`src/rtl/logic_unit_pipe_if.sv`:
```
// Handshake bus for logic_unit_pipe. It carries the operand/opcode request channel
// and the registered-result response channel. The master drives requests; the slave is the unit.
interface logic_unit_pipe_if #(
   parameter int WIDTH = 8,
   parameter int CNT_W = 16
);
   logic             in_valid;
   logic             in_ready;
   logic [WIDTH-1:0] a;
   logic [WIDTH-1:0] b;
   logic [2:0]       op;
   logic             out_valid;
   logic             out_ready;
   logic [WIDTH-1:0] y;
   logic             zero;
   logic             parity;
   logic             illegal;
   logic [CNT_W-1:0] op_count;

   modport master (
      output in_valid, a, b, op, out_ready,
      input  in_ready, out_valid, y, zero, parity, illegal, op_count
   );

   modport slave (
      input  in_valid, a, b, op, out_ready,
      output in_ready, out_valid, y, zero, parity, illegal, op_count
   );
endinterface

```
`src/rtl/logic_unit_pipe.sv`:
```
// Single-stage bitwise logic unit with a valid/ready handshake on both sides.
// Each bit lane is evaluated independently and captured into one result register.
module logic_unit_lane (
   input  logic [2:0] op,
   input  logic       a,
   input  logic       b,
   output logic       y
);
   always_comb begin
      y = 1'b0;
      case (op)
         3'd0:    y = a | b;
         3'd1:    y = a & b;
         3'd2:    y = ~a;
         3'd3:    y = a ^ b;
         3'd4:    y = ~(a ^ b);
         3'd5:    y = ~(a & b);
         3'd6:    y = ~(a | b);
         default: y = 1'b0;  // op 7 is illegal and yields zero
      endcase
   end
endmodule

module logic_unit_pipe #(
   parameter int WIDTH = 8,
   parameter int CNT_W = 16
) (
   input logic              clk,
   input logic              rst,
   logic_unit_pipe_if.slave bus
);
   logic [WIDTH-1:0] res_d;
   logic [WIDTH-1:0] y_q;
   logic             vld_q;
   logic             ill_q;
   logic [CNT_W-1:0] cnt_q;
   logic             xfer_in;

   for (genvar i = 0; i < WIDTH; i++) begin : g_lane
      logic_unit_lane u_lane (
         .op (bus.op),
         .a  (bus.a[i]),
         .b  (bus.b[i]),
         .y  (res_d[i])
      );
   end

   // A held result frees the slot in the same cycle it is taken downstream.
   assign bus.in_ready = !vld_q || bus.out_ready;
   assign xfer_in      = bus.in_valid && bus.in_ready;

   always_ff @(posedge clk) begin
      if (rst) begin
         vld_q <= 1'b0;
         y_q   <= '0;
         ill_q <= 1'b0;
         cnt_q <= '0;
      end else if (xfer_in) begin
         vld_q <= 1'b1;
         y_q   <= res_d;
         ill_q <= (bus.op == 3'd7);
         cnt_q <= cnt_q + CNT_W'(1);
      end else if (bus.out_ready) begin
         vld_q <= 1'b0;
      end
   end

   // Flags are pure functions of the result register, so they never see a/b/op directly.
   assign bus.out_valid = vld_q;
   assign bus.y         = y_q;
   assign bus.zero      = ~|y_q;
   assign bus.parity    = ^y_q;
   assign bus.illegal   = ill_q;
   assign bus.op_count  = cnt_q;
endmodule

```
`src/flat_wrapper.sv`:
```
// flat-port wrapper written by rule: the top's interface ports become plain ports
module logic_unit_pipe_flat 
#(
   parameter int WIDTH = 8,
   parameter int CNT_W = 16
)
  (clk, rst, bus_in_valid, bus_a, bus_b, bus_op, bus_out_ready, bus_in_ready, bus_out_valid, bus_y, bus_zero, bus_parity, bus_illegal, bus_op_count);
  logic_unit_pipe_if #(.WIDTH(WIDTH), .CNT_W(CNT_W)) bus_i ();
  input logic clk;
  input logic rst;
  input wire logic [$bits(bus_i.in_valid)-1:0] bus_in_valid;
  input wire logic [$bits(bus_i.a)-1:0] bus_a;
  input wire logic [$bits(bus_i.b)-1:0] bus_b;
  input wire logic [$bits(bus_i.op)-1:0] bus_op;
  input wire logic [$bits(bus_i.out_ready)-1:0] bus_out_ready;
  output wire logic [$bits(bus_i.in_ready)-1:0] bus_in_ready;
  output wire logic [$bits(bus_i.out_valid)-1:0] bus_out_valid;
  output wire logic [$bits(bus_i.y)-1:0] bus_y;
  output wire logic [$bits(bus_i.zero)-1:0] bus_zero;
  output wire logic [$bits(bus_i.parity)-1:0] bus_parity;
  output wire logic [$bits(bus_i.illegal)-1:0] bus_illegal;
  output wire logic [$bits(bus_i.op_count)-1:0] bus_op_count;
  assign bus_i.in_valid = bus_in_valid;
  assign bus_i.a = bus_a;
  assign bus_i.b = bus_b;
  assign bus_i.op = bus_op;
  assign bus_i.out_ready = bus_out_ready;
  assign bus_in_ready = bus_i.in_ready;
  assign bus_out_valid = bus_i.out_valid;
  assign bus_y = bus_i.y;
  assign bus_zero = bus_i.zero;
  assign bus_parity = bus_i.parity;
  assign bus_illegal = bus_i.illegal;
  assign bus_op_count = bus_i.op_count;
  logic_unit_pipe #(.WIDTH(WIDTH), .CNT_W(CNT_W)) u_core (.clk(clk), .rst(rst), .bus(bus_i));
endmodule
```
`config.mk`:
```
export PLATFORM = sky130hd
export DESIGN_NAME = logic_unit_pipe_flat
export DESIGN_NICKNAME = d
export VERILOG_FILES = /design/src/rtl/logic_unit_pipe_if.sv /design/src/rtl/logic_unit_pipe.sv /design/src/flat_wrapper.sv
export SDC_FILE = /design/constraint.sdc
export NUM_CORES = 1
export LEC_CHECK = 0
export CAP_MARGIN = 10
export CORE_ASPECT_RATIO = 1.1
export CORE_MARGIN = 2
export CORE_UTILIZATION = 40
export CTS_CLUSTER_DIAMETER = 60
export DETAILED_ROUTE_END_ITERATION = 16
export GPL_TIMING_DRIVEN = 0
export PLACE_DENSITY_LB_ADDON = 0.05
export RECOVER_POWER = 50
export SETUP_SLACK_MARGIN = 0.15
export SLEW_MARGIN = 20
export SYNTH_ARGS = -nofsm -noshare
export SYNTH_HDL_FRONTEND = slang
export SYNTH_HIERARCHICAL = 1
export SYNTH_SLANG_ARGS = --single-unit
```
`constraint.sdc`:
```
create_clock -name clk -period 3.4 [get_ports clk]
set_clock_uncertainty 0.2 [all_clocks]
set_input_delay 0.68 -clock clk [delete_from_list [all_inputs] [get_ports clk]]
set_output_delay 0.68 -clock clk [all_outputs]
set_load 0.01 [all_outputs]
```
Word level (Yosys, flattened, before mapping)
Index checks and enable logic that the tools add are counted.

Bits in registers: 26. Word-level logic and storage cells: 86.

Bitwise gates (word level): 56. Add/sub/neg operators: 1. Multiplexer cells: 10. Equality and inequality tests: 7. Reduce and logical (&&, ||, !) cells: 8.

Operators with widths (number): $pmux 1 s7 (8); $not 1->1 (32); $add 16x1->16 const B (1); $eq 3x3->1 const B (4); $and 1x1->1 (8); $or 1x1->1 (8); $reduce_or 8->1 (1); $reduce_xor 8->1 (1); $xor 1x1->1 (8); $eq 3x2->1 const B (2); $eq 3x1->1 const B (1); $logic_not 3->1 (1); $logic_not 1->1 (2); $mux 1 (2); $reduce_bool 2->1 (1); $logic_and 1x1->1 (1); $logic_or 1x1->1 (1).

Logic depth before layout (Yosys ltp)
Gate-level depths: netlist of the first run.

Word-level depth: 4. Depth in mapped cells: 7. Mapped depth without buffers: 7.

By module
The synthesis of the first run kept the hierarchy.

Modules (own cells, without submodules): logic_unit_pipe (times used 1, area each 1218.7 µm², cells each 144); logic_unit_lane (times used 8, area each 110.1 µm², cells each 14).

Least setup slack after synthesis of the first run
OpenSTA, ideal clock, no wires.

Path kind: input -> output. Start: in bus_out_ready. End: out bus_in_ready. Arrival: 1.159 ns. Stages: 2. Slack: 1.361 ns. Path through: or2b_2 buf_4.

Longest elaborated chain between the ends: 1.

Ends and longest elaborated chain: start, declared (line flat_wrapper.sv:15) `input wire logic [$bits(bus_i.out_ready)-1:0] bus_out_ready;`; $logic_or 1x1->1 (line logic_unit_pipe.sv:49) `assign bus.in_ready = !vld_q || bus.out_ready;`; end, declared (line flat_wrapper.sv:16) `output wire logic [$bits(bus_i.in_ready)-1:0] bus_in_ready;`.

Every way passes these cells.

Worst setup path in the final report of the first run
Same ends and word-level chain as after synthesis.

==> results.json, run 1 <==
{
  "multi_input_comb_area_um2": 1430,
  "die_w_um": 73.1,
  "seqCellArea_um2": 520,
  "area_growth_pct": 28.1,
  "post_cts_buffers": 0,
  "vdd_ir_drop_max_v": 0.000177,
  "die_h_um": 80.0,
  "core_um2": 5030,
  "cp_data_required_time_ns": 2.52,
  "synth.avg_cell_area_um2": 8.20,
  "grt_pass1_vias": 1720,
  "final_nets": 354,
  "drt.antenna.violating_nets": 0,
  "grt.total_usage_pct": 16.0,
  "drv_slew": 0,
  "yosys_warnings": 6,
  "grt_start_max_net_pins": 42,
  "synth.distinct_cells": 37,
  "routabilityCongestion": 0.766,
  "numCtsBuffers": 3,
  "grt_pass1_wl_um": 7660,
  "crit_fanout": 10,
  "vias": 1957,
  "cts.sinks": 26,
  "hp-class": "reg2reg",
  "setup_violations": 0,
  "fin_crit_sh_pct": 89.3,
  "synthCells": 256,
  "critPathLaunchType": "input port",
  "layout-drive-gt1-share_pct": 10.4,
  "max_freq_mhz": 329,
  "dp_cells": 363,
  "drt-pass1-iter-count": 4,
  "whs_ns": 0.261,
  "io_buffer_count": 49,
  "hold_viol_final": 0,
  "powerDensity_nw_per_um2": 287,
  "antenna_cells": 0,
  "boundaryPins": 52,
  "maxCapViolCount": 0,
  "fp-row-count": 27,
  "htree_levels": 1,
  "status": "complete, no violations",
  "ys_seq_elements": 26,
  "cts_resized": 0,
  "arrival_ns": 2.16,
  "rsz0062_at_grt": "false",
  "tns_ns": 0,
  "finalNonFillerCells": 367,
  "drt-initial-drc-count": 82,
  "yosysSeqAreaShare_pct": 24.8,
  "hpwlAfterDp_um": 3230,
  "die_area_um2": 5840,
  "grt_remaining_overflow": 0,
  "criticalPathCategory": "in2out",
  "slew_headroom_pct": 53.5,
  "start_util_pct": 41.7,
  "clkTransAtPathRegs_ns": 0.09,
  "tightest_slew_ns": 0.697,
  "wl_um": 4540,
  "period_minus_slack_ns": 3.04,
  "critPathCaptureType": "output pin",
  "antenna_found_initial": 0,
  "hold_buffers": 0,
  "p_leak_nw": 1.10,
  "wire_per_inst_um": 12.4,
  "viasPerCell": 5.33,
  "clk_latency_ns": 0.27,
  "fillCellCount": 514,
  "r2r_setup_slack_ns": 1.43,
  "placed_area_um2": 2650,
  "cts_tree": "yes",
  "clock_path_buffers": 2,
  "synth_area_um2": 2100,
  "stdcell_area_um2": 2690,
  "synth_fp_nets": 300,
  "clock-root-buffer": "clkbuf_8",
  "drc": 0
}
==> registers in the layout (all words and copies together), names as in the netlist <==
name and flops:
u_core/bus.illegal 1, u_core/bus.op_count 16, u_core/bus.y 8, u_core/bus.out_valid 1
==> metrics by stage <==
step	utilization [%]	power [mW]	setup WS [ns]
after floorplan	-	0.480	1.36
after global placement	52.9	0.586	0.151
after detailed placement	52.7	0.587	0.456
after CTS	53.8	0.784	0.456
after global routing	53.4	0.826	0.246
final	53.4	0.770	0.363
==> kinds of logic after synthesis <==
family,count (synthesis),share of synthesized area [%]
mux,1,0.536
fa+ha+maj,21,12.5
buf+inv,32,6.32
xor+xnor,18,7.51
simple gates,93,27.7
flops,26,24.8
compound gates,65,20.6
==> worst paths after layout <==
| kind | startpoint | to | cells after the start |
|---|---|---|---|
| setup / recovery | bus_out_ready | bus_in_ready | 4 |
| hold reg to reg | u_core/bus.illegal | u_core/bus.illegal | 2 |
| hold / removal | u_core/bus.illegal | u_core/bus.illegal | 2 |
| setup reg to reg | u_core/bus.out_valid | u_core/bus.op_count[14] | 5 |
==> layer usage <==
layer | track usage [%] | routed length [um] | share of wire [%]
met1 | 22.9 | 2190 | 48
met2 | 25.3 | 2110 | 46
met3 | 1.89 | 223 | 4.9
met4 | 3.89 | 13 | 0.29
met5 | 0 | 0 | 0
==> where the power goes <==
part / total (mW) / switching (mW) / leakage [nW] / internal (mW)
combinational: 0.249 / 0.118 / 0.855 / 0.131
sequential: 0.324 / 0.00862 / 0.212 / 0.315
clock: 0.198 / 0.0944 / 0.0288 / 0.103
total: 0.770 / 0.221 / 1.10 / 0.550
==> placed cells by master (no fill, tap or decap), types with 2 or more instances in the layout <==
master and n:
ha_1 21, nand3b_1 8, clkdlybuf4s50_1 31, dlygate4sd3_1 16, o21ai_0 4, clkbuf_8 4
a211oi_1 8, inv_1 26, nand3_1 4, o31a_1 8, or4_1 3, and2_1 2
or3_1 2, o211ai_1 8, a31o_1 8, nand2_1 31, nor2_1 9, clkbuf_1 3
buf_2 3, nand4_1 8, or2_2 8, dfxtp_1 26, and3_2 2, xnor2_1 12
o31ai_1 3, nand2b_4 8, xor2_1 6, or3_2 2, a21oi_1 26
==> Yosys cell counts, drive strengths merged <==
cell	count	area [um2]
nand2	31	116
a21oi	26	130
dfxtp	26	521
inv	26	97.6
ha	21	263
xnor2	12	105
nor2	9	33.8
a211oi	8	60.1
a31o	8	70.1
nand2b	8	110
nand3b	8	60.1
nand4	8	65.1
o211ai	8	60.1
o31a	8	70.1
or2	8	50.1
xor2	6	52.6
buf	4	27.5
nand3	4	20.0
o21ai	4	20.0
or3	4	27.5
and2	3	20.0
and3	3	21.3
o31ai	3	22.5
or4	3	22.5
and4	2	20.0
clkbuf	2	7.51
mux2	1	11.3
nor2b	1	6.26
or2b	1	8.76
==> critical path, cell delays in order <==
cell	delay (ns)
clkdlybuf4s50_1	0.45
or2b_2	0.11
clkbuf_1	0.31
clkdlybuf4s50_1	0.61
==> layout make-up <==
type                    instances  area share (%)
flip-flops and latches         26            19.4
repair buffers                 49            17.9
clock buffers                   4            2.05
inverters                      26            3.63
well taps                      58            2.70
plain buffers                   6            1.16
multi-input cells             198            53.2
(Power assumes the default switching activity.)
==> inputs of run 2 (changes only) <==
--- a/config.mk
+++ b/config.mk
@@ -5,7 +5,7 @@
 export SDC_FILE = /design/constraint.sdc
 export NUM_CORES = 1
 export LEC_CHECK = 0
-export CAP_MARGIN = 10
+export CAP_MARGIN = 20
 export CORE_ASPECT_RATIO = 1.1
 export CORE_MARGIN = 2
 export CORE_UTILIZATION = 40
==> results of run 2 <==
Final layout, timing and power as in run 1 (identical DEF).
==> inputs of run 3 (changes only) <==
--- a/config.mk
+++ b/config.mk
@@ -12,6 +12,7 @@
 export CTS_CLUSTER_DIAMETER = 60
 export DETAILED_ROUTE_END_ITERATION = 16
 export GPL_TIMING_DRIVEN = 0
+export MAX_ROUTING_LAYER = met4
 export PLACE_DENSITY_LB_ADDON = 0.05
 export RECOVER_POWER = 50
 export SETUP_SLACK_MARGIN = 0.15
==> run 3 against run 2 <==
Worst setup slack about the same; clock power about the same; utilization unchanged; via count decreased by 0.66%; total power about the same; global-route usage increased by 0.37 points.
==> results.json, run 3 (same netlist as run 1, synthesis figures left out) <==
{
  "hpwlAfterDp_um": 3230,
  "cts.sinks": 26,
  "clk_latency_ns": 0.27,
  "clkTransAtPathRegs_ns": 0.09,
  "grt_pass1_vias": 1722,
  "fp-row-count": 27,
  "period_minus_slack_ns": 3.04,
  "status": "complete, no violations",
  "grt.total_usage_pct": 16.4,
  "drc": 0,
  "cp-endpoint": "bus_in_ready",
  "boundaryPins": 52,
  "max_stage_delay_ns": 0.61,
  "cts_tree": "yes",
  "critical_path.top_delay_family": "buffers and inverters",
  "tightest_slew_ns": 0.688,
  "max_freq_mhz": 329,
  "clock-root-buffer": "clkbuf_8",
  "drv_slew": 0,
  "vias": 1944,
  "powerDensity_nw_per_um2": 286,
  "p_leak_nw": 1.10,
  "die_h_um": 80.0,
  "layout-drive-gt1-share_pct": 10.4,
  "wl_um": 4540,
  "slew_headroom_pct": 54.2,
  "setup_violations": 0,
  "power_frac_seq_pct": 42.0,
  "slowest_stage": "clkdlybuf4s50_1",
  "setup_ws_ns": 0.363,
  "start_util_pct": 41.7,
  "rsz0062_at_grt": "false",
  "area_growth_pct": 28.1,
  "drt-initial-drc-count": 76,
  "criticalPathCategory": "in2out",
  "r2r-end": "u_core/bus.op_count[14]",
  "hold_buffers": 0,
  "switching_share_pct": 28.6,
  "tns_ns": 0,
  "vdd_ir_drop_max_v": 0.000177,
  "hp-class": "reg2reg",
  "mostFrequentLayoutCells": "clkdlybuf4s50_1, nand2_1, inv_1, a21oi_1, dfxtp_1",
  "cp_cell_sequence": "clkdlybuf4s50_1, or2b_2, clkbuf_1, clkdlybuf4s50_1",
  "grt_remaining_overflow": 0,
  "cts_resized": 0,
  "critPathLaunchType": "input port",
  "startpoint": "bus_out_ready",
  "routabilityCongestion": 0.777,
  "maxCapViolCount": 0,
  "r2r_setup_slack_ns": 1.43,
  "die_area_um2": 5840,
  "whs_ns": 0.261,
  "worst_r2r_path_depth": 5,
  "core_um2": 5030,
  "drt-pass1-iter-count": 4,
  "post_cts_buffers": 0,
  "final_nets": 354,
  "crit_fanout": 10,
  "clock_path_buffers": 2,
  "arrival_ns": 2.16,
  "comb_power_share_pct": 32.3,
  "numCtsBuffers": 3,
  "critPathCaptureType": "output pin",
  "path_depth": 4,
  "io_buffer_count": 49,
  "grt_pass1_wl_um": 7650,
  "antenna_cells": 0,
  "crit_top_cell": "clkdlybuf4s50_1",
  "htree_levels": 1,
  "worst-path-buf-inv": 3,
  "dpl_worst_slack_ns": 0.456,
  "power_switching_mw": 0.221,
  "rr_startpoint": "u_core/bus.out_valid",
  "antenna_found_initial": 0,
  "p_int_mw": 0.550,
  "drt.antenna.violating_nets": 0,
  "grt_start_max_net_pins": 42,
  "die_w_um": 73.1,
  "p_clk_share_pct": 25.7,
  "hold_viol_final": 0,
  "largest_reg_flops": 16,
  "viasPerCell": 5.30,
  "fin_crit_sh_pct": 89.3,
  "wire_per_inst_um": 12.4,
  "cp_data_required_time_ns": 2.52
}
## run 3: cell counts in the layout (fill, tap and decap cells not counted)
No cell type changed its count.
## run 3: power groups by stage
stage               clock [mW]  combinational, mW  sequential (mW)
floorplan                    0              0.146            0.335
global placement             0              0.254            0.332
detailed placement           0              0.255            0.332
CTS                      0.204              0.256            0.325
global route             0.221              0.278            0.326
finish                   0.198              0.249            0.324
## run 3: final cells by class
class | instances | area (um2)
Inverter | 26 | 97.6
Tap cell | 58 | 72.6
Buffer | 6 | 31.3
Sequential cell | 26 | 520
Timing Repair Buffer | 49 | 480
Multi-Input combinational cell | 198 | 1430
Clock buffer | 4 | 55.1
Fill cell | 514 | 2340
## run 3: stage by stage
step | util, % | std cells | power (mW) | cell area (um2)
finish | 53.4 | 367 | 0.770 | 2690
detailed placement | 52.7 | 363 | 0.587 | 2650
CTS | 53.8 | 367 | 0.784 | 2710
global route | 53.4 | 367 | 0.826 | 2690
global placement | 52.9 | 363 | 0.586 | 2660
floorplan | - | 256 | 0.480 | 2100
## run 3: worst min-delay path, delay by kind of cell, from the launching register on
family / cells / cell delay, ns
AO/OA/AOI/OAI: 1 / 0.05
flip-flops: 1 / 0.32
AND/OR/NAND/NOR: 1 / 0.05
## run 3: worst min path at each step
stage / start / end / slack [ns] / cells after the start
finish: u_core/bus.illegal / u_core/bus.illegal / 0.26 / 2
global route: u_core/bus.op_count[15] / u_core/bus.op_count[15] / 0.31 / 2
CTS: u_core/bus.illegal / u_core/bus.illegal / 0.27 / 2
detailed placement: u_core/bus.illegal / u_core/bus.illegal / 0.25 / 2
global placement: u_core/bus.illegal / u_core/bus.illegal / 0.24 / 2
floorplan: u_core/bus.illegal / u_core/bus.illegal / 0.28 / 2
## run 3: routing by layer
| metal | vias up | global-route usage (%) | wire (um) |
|---|---|---|---|
| li1 | 1006 | - | - |
| met1 | 902 | 22.7 | 2240 |
| met2 | 34 | 25.4 | 2090 |
| met3 | 2 | 1.89 | 192 |
| met4 | 0 | 3.89 | 16 |
| met5 | - | - | 0 |
==> edit (flow settings as in run 3) <==
Make the reset (`rst`) asynchronous in one clocked block.
--- a/src/rtl/logic_unit_pipe.sv
+++ b/src/rtl/logic_unit_pipe.sv
@@ -51,3 +51,3 @@
 
-   always_ff @(posedge clk) begin
+   always_ff @(posedge clk or posedge rst) begin
       if (rst) begin
Check against the original RTL: differs if rst is asserted again (counterexample within 4 cycles, from zero or initial values and one cycle with rst high); with rst held inactive, the same outputs for 10 cycles.
==> edit against run 3 <==
- synthesized cell count shrank 11%
- cell area is 1.6% higher
- power rose by 47%
- wire length down 9.2%
- clock power up 29%
- non-clock buffer count down 1
- sequential cell count is the same
- area after synthesis rose by 1.7%
- setup slack improved by 0.23 ns
==> edit: results (changes against run 3) <==
The flow ran to the end, and the final reports show no timing, DRC or antenna violations. The number of signal-net inverters in the final layout was 28 (was 26). The largest incremental delay on the critical path works out to 0.57 ns (was 0.61 ns).

Share of layout cells above drive strength 1: 0.0957 (was 0.104). The arrival time at the worst endpoint is 1.93 ns (was 2.16 ns), and the violation count after the first detailed-routing iteration is 48 (was 76). The final wirelength is 4120 um (was 4540 um), and the share of the final layout cell area in sequential cells is 0.238 (was 0.194).

The global-route wire length before repair came out at 6770 um (was 7650 um). Sequential-cell power consumption: 0.420 mW (was 0.324 mW). Origin of the worst min-delay path: u_core/bus.op_count[15] (was u_core/bus.illegal). Startpoint of the most critical setup path: u_core/bus.y[0] (was bus_out_ready).

The final layout net count came out at 327 (was 354). Top area cells in the synthesized netlist: sky130_fd_sc_hd__dfrtp_1, sky130_fd_sc_hd__ha_1, sky130_fd_sc_hd__xnor2_1 (was sky130_fd_sc_hd__dfxtp_1, sky130_fd_sc_hd__ha_1, sky130_fd_sc_hd__a21oi_1). For the number of global-route vias before repair, the log shows 1598 (was 1722). The most frequently used flop master after synthesis is sky130_fd_sc_hd__dfrtp_1 (was sky130_fd_sc_hd__dfxtp_1).

The run gives 0.682 ns (was 0.456 ns) as the worst-case setup slack after placement. Total nets after synthesis: 271 (was 300). The HPWL after detailed placement is 3090 um (was 3230 um), and the number of different library cells in the post-synthesis netlist is 30 (was 37). The average footprint of a synthesized cell is 9.40 um^2 (was 8.20 um^2). The share of the synthesized area in the top cell type came out at 0.305 (was 0.248).

The logs give 0.278 mV (was 0.177 mV) for the maximum VDD drop and 26 (unchanged) for the flip-flop and latch count. The tools report the multi-input combinational cell count as 170 (was 198). The cell count of the worst hold path came out at 1 (was 2). Most numerous cell types in the synthesized netlist: sky130_fd_sc_hd__inv_1, sky130_fd_sc_hd__dfrtp_1, sky130_fd_sc_hd__nand2_1 (was sky130_fd_sc_hd__nand2_1, sky130_fd_sc_hd__a21oi_1, sky130_fd_sc_hd__dfxtp_1, sky130_fd_sc_hd__inv_1, sky130_fd_sc_hd__ha_1). The number of I/O port buffers came out at 51 (was 49). The buffering overhead was 0.190 (about the same). The tools report the setup slack of the most critical reg-to-reg path as 1.68 ns (was 1.43 ns). The run gives 0.271 ns (was 0.261 ns) as the final worst hold slack.
==> edit: cell types whose count changed in the layout (fill, tap and decap cells not counted), moves of 5 or more <==
cell	before	now
sky130_fd_sc_hd__dfxtp_1	26	0
sky130_fd_sc_hd__a21oi_1	26	8
sky130_fd_sc_hd__dlygate4sd3_1	16	2
sky130_fd_sc_hd__dfrtp_1	0	26
sky130_fd_sc_hd__clkdlybuf4s50_1	31	47
sky130_fd_sc_hd__nand2_1	31	22
sky130_fd_sc_hd__nand4_1	8	3
sky130_fd_sc_hd__o21ai_0	4	9
==> edit: per-layer routing <==
layer	routed length, um	up-vias	track usage
li1	-	900	-
met3	153	2	0.0151
met1	2000	796	0.185
met5	0	-	-
met4	18	0	0.0382
met2	1950	33	0.242
==> edit: worst register-to-register path: cells and delay by family, from the launching register on <==
family	cells	cell delay, ns
fa+ha+maj	1	0.18
simple gates	3	0.68
flops	1	0.42
xor+xnor	1	0.17
==> edit: cell families (layout without fill, tap and decap cells) <==
logic type	Yosys count	count (layout)	synth area share
AND/OR/NAND/NOR	73	73	0.239
flip-flops	26	26	0.305
AO/OA/AOI/OAI	49	49	0.162
buffers and inverters	31	86	0.0592
multiplexers	1	1	0.00528
XOR/XNOR	26	26	0.107
adder cells (fa/ha/maj)	21	21	0.123
==> edit: worst max-delay path by stage <==
stage          depth (start not counted)         endpoint  slack, ns
6_report                               5       bus_parity       0.59
5_1_grt                                5       bus_parity       0.52
4_1_cts                                5       bus_parity       0.55
3_5_place_dp                           3     bus_in_ready       0.68
3_3_place_gp                           6  u_core/bus.y[6]       0.17
2_1_floorplan                          4       bus_parity       1.38
